--- src/rtl/serial_mag_comparator.sv ---
// Bit-serial magnitude comparator: one P/Q cell reused MSB to LSB over N cycles.
// Optional SERIAL_CMP_EARLY_EXIT_EN ends the scan as soon as the result is decided.
module serial_mag_comparator #(
    parameter  int N  = 3,
    localparam int IW = (N > 1) ? $clog2(N) : 1
) (
    input  logic          clk,
    input  logic          rst,
    input  logic          start,
    input  logic [N-1:0]  a_in,
    input  logic [N-1:0]  b_in,
    output logic          busy,
    output logic          done,
    output logic          gt,
    output logic          eq,
    output logic          lt,
    output logic          p_out,
    output logic          q_out,
    output logic [IW-1:0] bit_idx
);

    localparam logic [1:0] S_IDLE  = 2'b00;
    localparam logic [1:0] S_SHIFT = 2'b01;
    localparam logic [1:0] S_DONE  = 2'b10;

    localparam logic [IW-1:0] IDX_TOP = IW'(N - 1);

    logic [1:0]    r_state;
    logic [N-1:0]  r_a;
    logic [N-1:0]  r_b;
    logic          r_p;
    logic          r_q;
    logic [IW-1:0] r_idx;
    logic          r_gt;
    logic          r_eq;
    logic          r_lt;

    logic w_bit_a;
    logic w_bit_b;
    logic w_p_next;
    logic w_q_next;
    logic w_last;
    logic w_finish;

    // Cell rule: only the "equal so far" state (Q=1) can change; 10 and 00 are sticky.
    always_comb begin
        w_bit_a  = r_a[r_idx];
        w_bit_b  = r_b[r_idx];
        w_p_next = r_p;
        w_q_next = r_q;
        if (r_q) begin
            if (w_bit_a && !w_bit_b) begin
                w_p_next = 1'b1;
                w_q_next = 1'b0;
            end else if (!w_bit_a && w_bit_b) begin
                w_p_next = 1'b0;
                w_q_next = 1'b0;
            end
        end
        w_last = (r_idx == '0);
`ifdef SERIAL_CMP_EARLY_EXIT_EN
        w_finish = w_last || !w_q_next;
`else
        w_finish = w_last;
`endif
    end

    always_ff @(posedge clk or posedge rst) begin
        if (rst) begin
            r_state <= S_IDLE;
            r_a     <= '0;
            r_b     <= '0;
            r_p     <= 1'b0;
            r_q     <= 1'b1;
            r_idx   <= IDX_TOP;
            r_gt    <= 1'b0;
            r_eq    <= 1'b0;
            r_lt    <= 1'b0;
        end else begin
            case (r_state)
                S_IDLE: begin
                    if (start) begin
                        r_a     <= a_in;
                        r_b     <= b_in;
                        r_p     <= 1'b0;
                        r_q     <= 1'b1;
                        r_idx   <= IDX_TOP;
                        r_gt    <= 1'b0;
                        r_eq    <= 1'b0;
                        r_lt    <= 1'b0;
                        r_state <= S_SHIFT;
                    end
                end
                S_SHIFT: begin
                    r_p <= w_p_next;
                    r_q <= w_q_next;
                    if (!w_last) begin
                        r_idx <= r_idx - IW'(1);
                    end
                    if (w_finish) begin
                        r_gt    <= w_p_next & ~w_q_next;
                        r_eq    <= ~w_p_next & w_q_next;
                        r_lt    <= ~w_p_next & ~w_q_next;
                        r_state <= S_DONE;
                    end
                end
                S_DONE: begin
                    r_state <= S_IDLE;
                end
                default: begin
                    r_state <= S_IDLE;
                end
            endcase
        end
    end

    assign busy    = (r_state != S_IDLE);
    assign done    = (r_state == S_DONE);
    assign gt      = r_gt;
    assign eq      = r_eq;
    assign lt      = r_lt;
    assign p_out   = r_p;
    assign q_out   = r_q;
    assign bit_idx = r_idx;

endmodule

--- config.mk ---
export PLATFORM = sky130hd
export DESIGN_NAME = serial_mag_comparator
export DESIGN_NICKNAME = d
export VERILOG_FILES = /design/src/rtl/serial_mag_comparator.sv
export SDC_FILE = /design/constraint.sdc
export NUM_CORES = 1
export LEC_CHECK = 0
export CORE_AREA = 2 2 58 60
export CTS_BUF_LIST = sky130_fd_sc_hd__clkbuf_4 sky130_fd_sc_hd__clkbuf_8
export CTS_CLUSTER_DIAMETER = 100
export DETAILED_ROUTE_END_ITERATION = 7
export DIE_AREA = 0 0 60 62
export GPL_TIMING_DRIVEN = 0
export SYNTH_ARGS = -nofsm -noshare
export SYNTH_HDL_FRONTEND = slang
export SYNTH_SLANG_ARGS = --single-unit
--- constraint.sdc ---
create_clock -name clk -period 1.8 [get_ports clk]
set_clock_uncertainty 0.15 [all_clocks]
set_input_delay 0.18 -clock clk [delete_from_list [all_inputs] [get_ports clk]]
set_output_delay 0.18 -clock clk [all_outputs]
set_load 0.01 [all_outputs]
Word-level counts from Yosys, hierarchy flattened:

Index checks and enable logic that the tools add are counted.

* flip-flop bits (word level): 15
* bits in latches: 0
* RAM bits: 0
* memory bits (read-only): 0
* bits of input ports: 9
* output and inout bits: 9
* word-level logic and storage cells: 60
* memories: 0

* add/sub/neg operators: 1
* multipliers: 0
* div/mod/pow operators: 0
* magnitude comparators: 1
* eq/ne operators: 5
* shift-type cells: 0
* multiplexer cells: 26
* bitwise gates (word level): 5
* reductions and logical operators: 13

Operator list (count)
* $mux W1: 13
* $pmux W1 S2: 5
* $mux W2: 4
* $pmux W2 S2: 2
* $ne A2 B2 Y1 const B: 3
* $reduce_and A2 Y1: 3
* $reduce_and A3 Y1: 2
* $bmux W1 S2: 2
* $logic_not A2 Y1: 2
* $reduce_bool A2 Y1: 2
* $and A1 B1 Y1: 3
* $lt A2 B3 Y1 const B: 1
* $eq A2 B1 Y1 const B: 1
* $eq A2 B2 Y1 const B: 1
* $logic_and A1 B1 Y1: 2
* $logic_not A1 Y1: 2
* $not A1 Y1: 2
* $sub A2 B1 Y2 const B: 1

Logic depth before layout (Yosys ltp):

Gate-level depths: netlist of the first run.

* word-level depth: 11
* mapped depth: 7

Worst setup path before layout of the first run:

Ideal clock, no wire load.

* path kind: reg2reg
* start: register r_idx[1], in the netlist bit_idx[1]
* end: register r_p, in the netlist p_out
* arrival time: 1.659 ns
* setup slack: -0.131 ns
* stages on the path, launching flop included: 7
* buffers on the path: 0
* clock period less this slack: 1.931 ns
* path through: dfstp_2 > mux2i_1 > nor2_1 > a21o_1 > ha_1 > a22o_1 > a32o_1

* word-level cells in the longest chain between the ends: 8

Ends and longest elaborated chain
* from (decl): RTL line 33 `logic [IW-1:0] r_idx;`
* from (signal assigned): RTL line 98 `r_idx <= r_idx - IW'(1);`
* $bmux W1 S2: RTL line 47 `w_bit_a = r_a[r_idx];`
* $mux W1 (not written as such): RTL line 47
* $logic_not A1 Y1: RTL line 55 `end else if (!w_bit_a && w_bit_b) begin`
* $logic_and A1 B1 Y1: RTL line 55
* $mux W1: RTL line 55
* $mux W1 *: RTL line 52 `if (w_bit_a && !w_bit_b) begin`
* $mux W1 *: RTL line 51 `if (r_q) begin`
* $pmux W1 S2 *: RTL line 80 `case (r_state)`
* to (signal assigned): RTL line 95 `r_p <= w_p_next;`
* to (decl): RTL line 31 `logic r_p;`

Mark *: on every way between the ends. The rest lies on a longest branch, timed or not. The select of a mux whose other input is x is not followed.
A chain may end at the register's enable or synchronous reset.

Worst setup path after layout of the first run:

Ends and elaborated chain as after synthesis.

==> flow_summary.ini, run 1 <==
[status]
status = finished with violations
violations = setup timing

[layout]
final_util = 0.346
fin_nets = 109
drive_above_1_share = 0.313
num_antenna_cells = 0
stdcell_area_mm2 = 0.00110
fill_cells = 327
synthToLayoutAreaGrowth_pct = 42.9

[cts]
clk_latency_ns = 0.29
hold_buffers = 0
clock-root-buffer = clkbuf_4
numCtsBuffers = 3
cts_tree = done
clock_sinks = 15
cts.reportedPaths.clkPinSlew_ns = 0.10
htree_levels = 1
cts_buffer_depth = 2

[placement]
place_area_mm2 = 0.00100
port_buffers = 17
gp_congestion = 0.729
dp_hpwl_um = 1170

[timing]
worst_hold_slack_ns = 0.0898
rsz0062_at_grt = true
worst_pin_slew_ns = 0.591
finalHoldViolCount = 0
fmax_mhz = 510
setup_viol = 4
drv_slew = 0
relSlewSlack = 0.606
setup_ws_ns = -0.160
post-route-period-util = 1.09
fin_crit_ns = 1.96

[global_routing]
track_usage = 0.0983
grt-ovfl-total = 0
antenna_found_initial = 0
grt_max_degree = 16
grt_pass1_vias = 618
grt_pass1_wl_um = 2680

[worst_setup_path]
slowest_delay_ns = 0.59
critPathSlowestCell = dfstp_2
endpoint_kind = flip-flop
critPathKind = reg -> reg
critical_path.max_fanout = 3
arrival_ns = 2.00
crit_chain = mux2i_1 > nor2_1 > a21o_1 > ha_2 > a22o_1 > a32o_1
critPathRequiredTime_ns = 1.84
rr_worst_depth = 6
critical_path.startpoint_type = flip-flop

[detailed_routing]
num_vias = 600
wl_met1_um = 728
routedWlPerCell_um = 11.2
drtPass1Iterations = 4
wl_met3_um = 93
met2_length_um = 767
routed_wirelength_um = 1590
drc_errors = 0
antenna_left = 0
first_iter_violations = 13
top_layer_used = met3
via_per_inst = 4.23

[power]
cellPowerDensity_mw_per_mm2 = 1810
ir_drop_mv = 0.613
leakagePower_nw = 0.486

[floorplan]
die_w_um = 60
dieArea_mm2 = 0.00372
core_area_mm2 = 0.00318
die_y_um = 62
io_pins = 18
start_util = 0.242
rows = 21

[synth]
yosysSeqAreaShare = 0.490
yosysWarnings = 0
syn_area_um2 = 771
syn-num-nets = 82
synthCells = 70
yosysUniqueCellTypes = 22
avgSynthCellArea_um2 = 11.0
ys_seq_elements = 15

[worst_hold_path]
hp-class = in -> async

[run]
drv_cap = 0
-- stage by stage --
stage               setup WS, ns  TNS, ns  instances  total power [mW]
detailed placement        -0.154   -0.241        133              1.60
global placement          -0.144   -0.208        133              1.58
global route              -0.242   -0.887        142              2.18
CTS                       -0.157   -0.528        141              1.88
finish                    -0.160   -0.451        142              1.99
floorplan                -0.0550  -0.0550         70              1.29
-- state kept, by name, indices dropped and copies added (netlist names) --
name     cells
q_out        1
r_a          3
r_b          3
eq           1
gt           1
p_out        1
bit_idx      2
r_state      2
lt           1
-- path summary, 6_finish.rpt --
check	start	endpoint	slack (ns)
hold / removal	rst	bit_idx[0]	0.09
max in group asynchronous	rst	r_a[0]	1.01
setup / recovery	bit_idx[1]	p_out	-0.16
min in group clk	r_a[0]	r_a[0]	0.36
setup reg to reg	bit_idx[1]	p_out	-0.16
hold reg to reg	r_a[0]	r_a[0]	0.36
-- cells by family after synthesis --
logic type,after synthesis,synth area share
flops,15,0.490
buf+inv,9,0.0585
mux,9,0.128
fa+ha+maj,3,0.0487
simple gates,15,0.112
compound gates,19,0.162
-- critical path: cells and delay by family, from the launching register on --
kind	cells	cell delay [ns]
muxes	1	0.20
DFF	1	0.59
and+or+nand+nor	1	0.09
AOI/OAI and AO/OA	3	0.63
adders and majority gates	1	0.19
-- layout by cell type (no fill, tap or decap), types with 2 or more instances in the layout --
cell type,count
dlygate4sd2_1,2
o21ai_1,2
a21o_1,2
inv_1,7
clkdlybuf4s50_1,14
o22ai_1,2
mux2_2,7
a22o_1,3
nor2_1,5
a22oi_1,2
mux2i_1,2
buf_4,6
a21oi_1,4
nand2_1,2
nand2b_1,2
dfrtp_1,13
dfstp_2,2
nand2_2,2
clkbuf_4,3
-- final cells by class --
type	count	area, um2	share of cell area
flip-flops and latches	15	378	0.343
multi-input cells	46	378	0.343
repair buffers	22	215	0.195
well taps	46	57.6	0.0523
inverters	7	26.3	0.0239
clock buffers	3	22.5	0.0205
plain buffers	2	18.8	0.0170
clock inverters	1	5.00	0.00455
-- metal layers --
| layer | global-route usage | vias to the layer above |
|---|---|---|
| met5 | 0 | - |
| met4 | 0.00952 | 0 |
| met3 | 0.0435 | 0 |
| met2 | 0.160 | 19 |
| met1 | 0.126 | 284 |
| li1 | - | 297 |
-- cells in the mapped netlist, drive strengths merged --
library cell   n  area (um2)
mux2i          2        20.0
nor2           5        18.8
nand2          4        15.0
dfstp          2        52.6
a21o           2        15.0
and3b          1        10.0
a32o           1        10.0
a22oi          2        15.0
o21ai          3        15.0
o22ai          3        18.8
or2            1        6.26
buf            2        18.8
nor3b          1        18.8
nand3          1        5.00
ha             3        37.5
a21oi          5        25.0
mux2           7        78.8
dfrtp         13         325
nand2b         2        12.5
inv            7        26.3
a22o           3        26.3
-- power breakdown --
| group | switching, mW | internal (mW) |
|---|---|---|
| Sequential | 0.101 | 0.505 |
| Clock | 0.111 | 0.0826 |
| Combinational | 0.537 | 0.657 |
-- repair_timing --
item                                    4_1_cts  5_1_grt
buffers inserted                              4        1
pin swaps                                     1        3
gates resized for setup                       3        7
endpoints found under the setup margin        6        6
No activity file was read; power rests on OpenSTA's default activity.
==> run 2: changes to the inputs <==
--- a/config.mk
+++ b/config.mk
@@ -8,6 +8,7 @@
 export CORE_AREA = 2 2 58 60
 export CTS_BUF_LIST = sky130_fd_sc_hd__clkbuf_4 sky130_fd_sc_hd__clkbuf_8
 export CTS_CLUSTER_DIAMETER = 100
+export CTS_CLUSTER_SIZE = 8
 export DETAILED_ROUTE_END_ITERATION = 7
 export DIE_AREA = 0 0 60 62
 export GPL_TIMING_DRIVEN = 0
==> results of run 2 <==
The final DEF is identical to that of run 1; final timing and power are the same.
==> run 3: changes to the inputs <==
--- a/config.mk
+++ b/config.mk
@@ -12,6 +12,8 @@
 export DETAILED_ROUTE_END_ITERATION = 7
 export DIE_AREA = 0 0 60 62
 export GPL_TIMING_DRIVEN = 0
+export SKIP_LAST_GASP = 1
 export SYNTH_ARGS = -nofsm -noshare
 export SYNTH_HDL_FRONTEND = slang
 export SYNTH_SLANG_ARGS = --single-unit
+export TNS_END_PERCENT = 30
==> flow_summary.ini, run 3 (synthesis results as in run 1) <==
[cts]
clock-root-buffer = clkbuf_4
clock_sinks = 15
cts_tree = done
numCtsBuffers = 3
cts.reportedPaths.clkPinSlew_ns = 0.10
cts_buffer_depth = 2
hold_buffers = 0
clk_latency_ns = 0.29
htree_levels = 1

[timing]
setup_ws_ns = -0.144
finalHoldViolCount = 0
setup_viol = 8
post-route-period-util = 1.08
fin_setup_tns_ns = -0.758
relSlewSlack = 0.604
fin_crit_ns = 1.94
worst_pin_slew_ns = 0.593
rsz0062_at_grt = true
drv_slew = 0
fmax_mhz = 515

[floorplan]
die_w_um = 60
rows = 21
start_util = 0.242
dieArea_mm2 = 0.00372
core_area_mm2 = 0.00318
io_pins = 18
die_y_um = 62

[global_routing]
antenna_found_initial = 0
grt_max_degree = 16
grt_pass1_wl_um = 2680
grt-ovfl-total = 0
track_usage = 0.0988
grt_pass1_vias = 620

[worst_setup_path]
critPathRequiredTime_ns = 1.84
critical_path.max_fanout = 3
critPathKind = reg -> reg
critical_path.startpoint_type = flip-flop
critPathSlowestCell = dfstp_2
worst-path-stages = 7
arrival_ns = 1.98
crit_chain = mux2i_1 > nor2_1 > a21oi_1 > ha_1 > nand2_1 > a22o_1 > a32o_1
cp_num_buf_inv = 0
slowest_delay_ns = 0.59
crit_family = flip-flops
endpoint_kind = flip-flop
rr_worst_depth = 7

[detailed_routing]
drtPass1Iterations = 4
first_iter_violations = 15
via_per_inst = 4.26
antenna_left = 0
routed_wirelength_um = 1530
drc_errors = 0
num_vias = 597
routedWlPerCell_um = 10.9

[placement]
port_buffers = 17
dp_hpwl_um = 1170
place_area_mm2 = 0.00100
dp_slack_ns = -0.154
gp_congestion = 0.729

[layout]
final_cell_mix = clkdlybuf4s50_1 (17), dfrtp_1 (13), inv_1 (7), mux2_2 (7)
fin_nets = 107
top_regs = r_a x3, r_b x3
stdcell_area_mm2 = 0.00107
final_util = 0.336
synthToLayoutAreaGrowth_pct = 38.8
drive_above_1_share = 0.245
num_antenna_cells = 0
final_common_cell = clkdlybuf4s50_1

[power]
cellPowerDensity_mw_per_mm2 = 1750
leakagePower_nw = 0.469
power_mw = 1.88
ir_drop_mv = 0.695

[status]
status = finished with violations
violations = setup timing

[worst_hold_path]
hp-class = in -> async

[run]
drv_cap = 0
-- run 3: area by class of cell --
cell class | count | area [um2]
buffer | 2 | 18.8
clock buffer | 3 | 22.5
tap | 46 | 57.6
timing repair buffer | 20 | 205
sequential | 15 | 378
fill | 331 | 2110
multi-input combinational | 46 | 357
clock inverter | 1 | 5.00
inverter | 7 | 26.3
-- run 3: metrics by stage --
stage,std cells,hold slack [ns]
floorplan,70,-0.0700
global placement,133,0.339
detailed placement,133,0.345
CTS,140,0.0966
global route,140,0.119
finish,140,0.0913
-- run 3: what timing repair did --
action	in CTS	in global routing
hold endpoints to repair	0	0
resized for setup	0	1
gates cloned	0	0
endpoints found under the setup margin	6	9
buffers inserted	3	0
-- run 3: worst register-to-register path: cells and delay by family, from the launching register on --
family	cells	cell delay, ns
adder cells (fa/ha/maj)	1	0.16
multiplexers	1	0.20
AND/OR/NAND/NOR	2	0.14
AO/OA/AOI/OAI	3	0.59
flip-flops	1	0.59
-- run 3: worst paths after layout --
path / startpoint / to / slack (ns)
setup reg to reg: bit_idx[1] / p_out / -0.14
hold reg to reg: r_a[0] / r_a[0] / 0.36
max in group asynchronous: rst / r_a[0] / 1.01
min in group clk: r_a[0] / r_a[0] / 0.36
setup / recovery: bit_idx[1] / p_out / -0.14
hold / removal: rst / p_out / 0.09
-- run 3: routing by layer --
layer / track usage / share of wire
met2: 0.160 / 0.47
met4: 0.00952 / 0
met3: 0.0476 / 0.069
met5: 0 / 0
met1: 0.125 / 0.46
-- run 3: power breakdown --
group | internal, mW | leakage [nW] | switching (mW) | total (mW)
Clock | 0.0826 | 0.0177 | 0.110 | 0.193
Sequential | 0.506 | 0.183 | 0.114 | 0.619
Combinational | 0.591 | 0.268 | 0.473 | 1.06
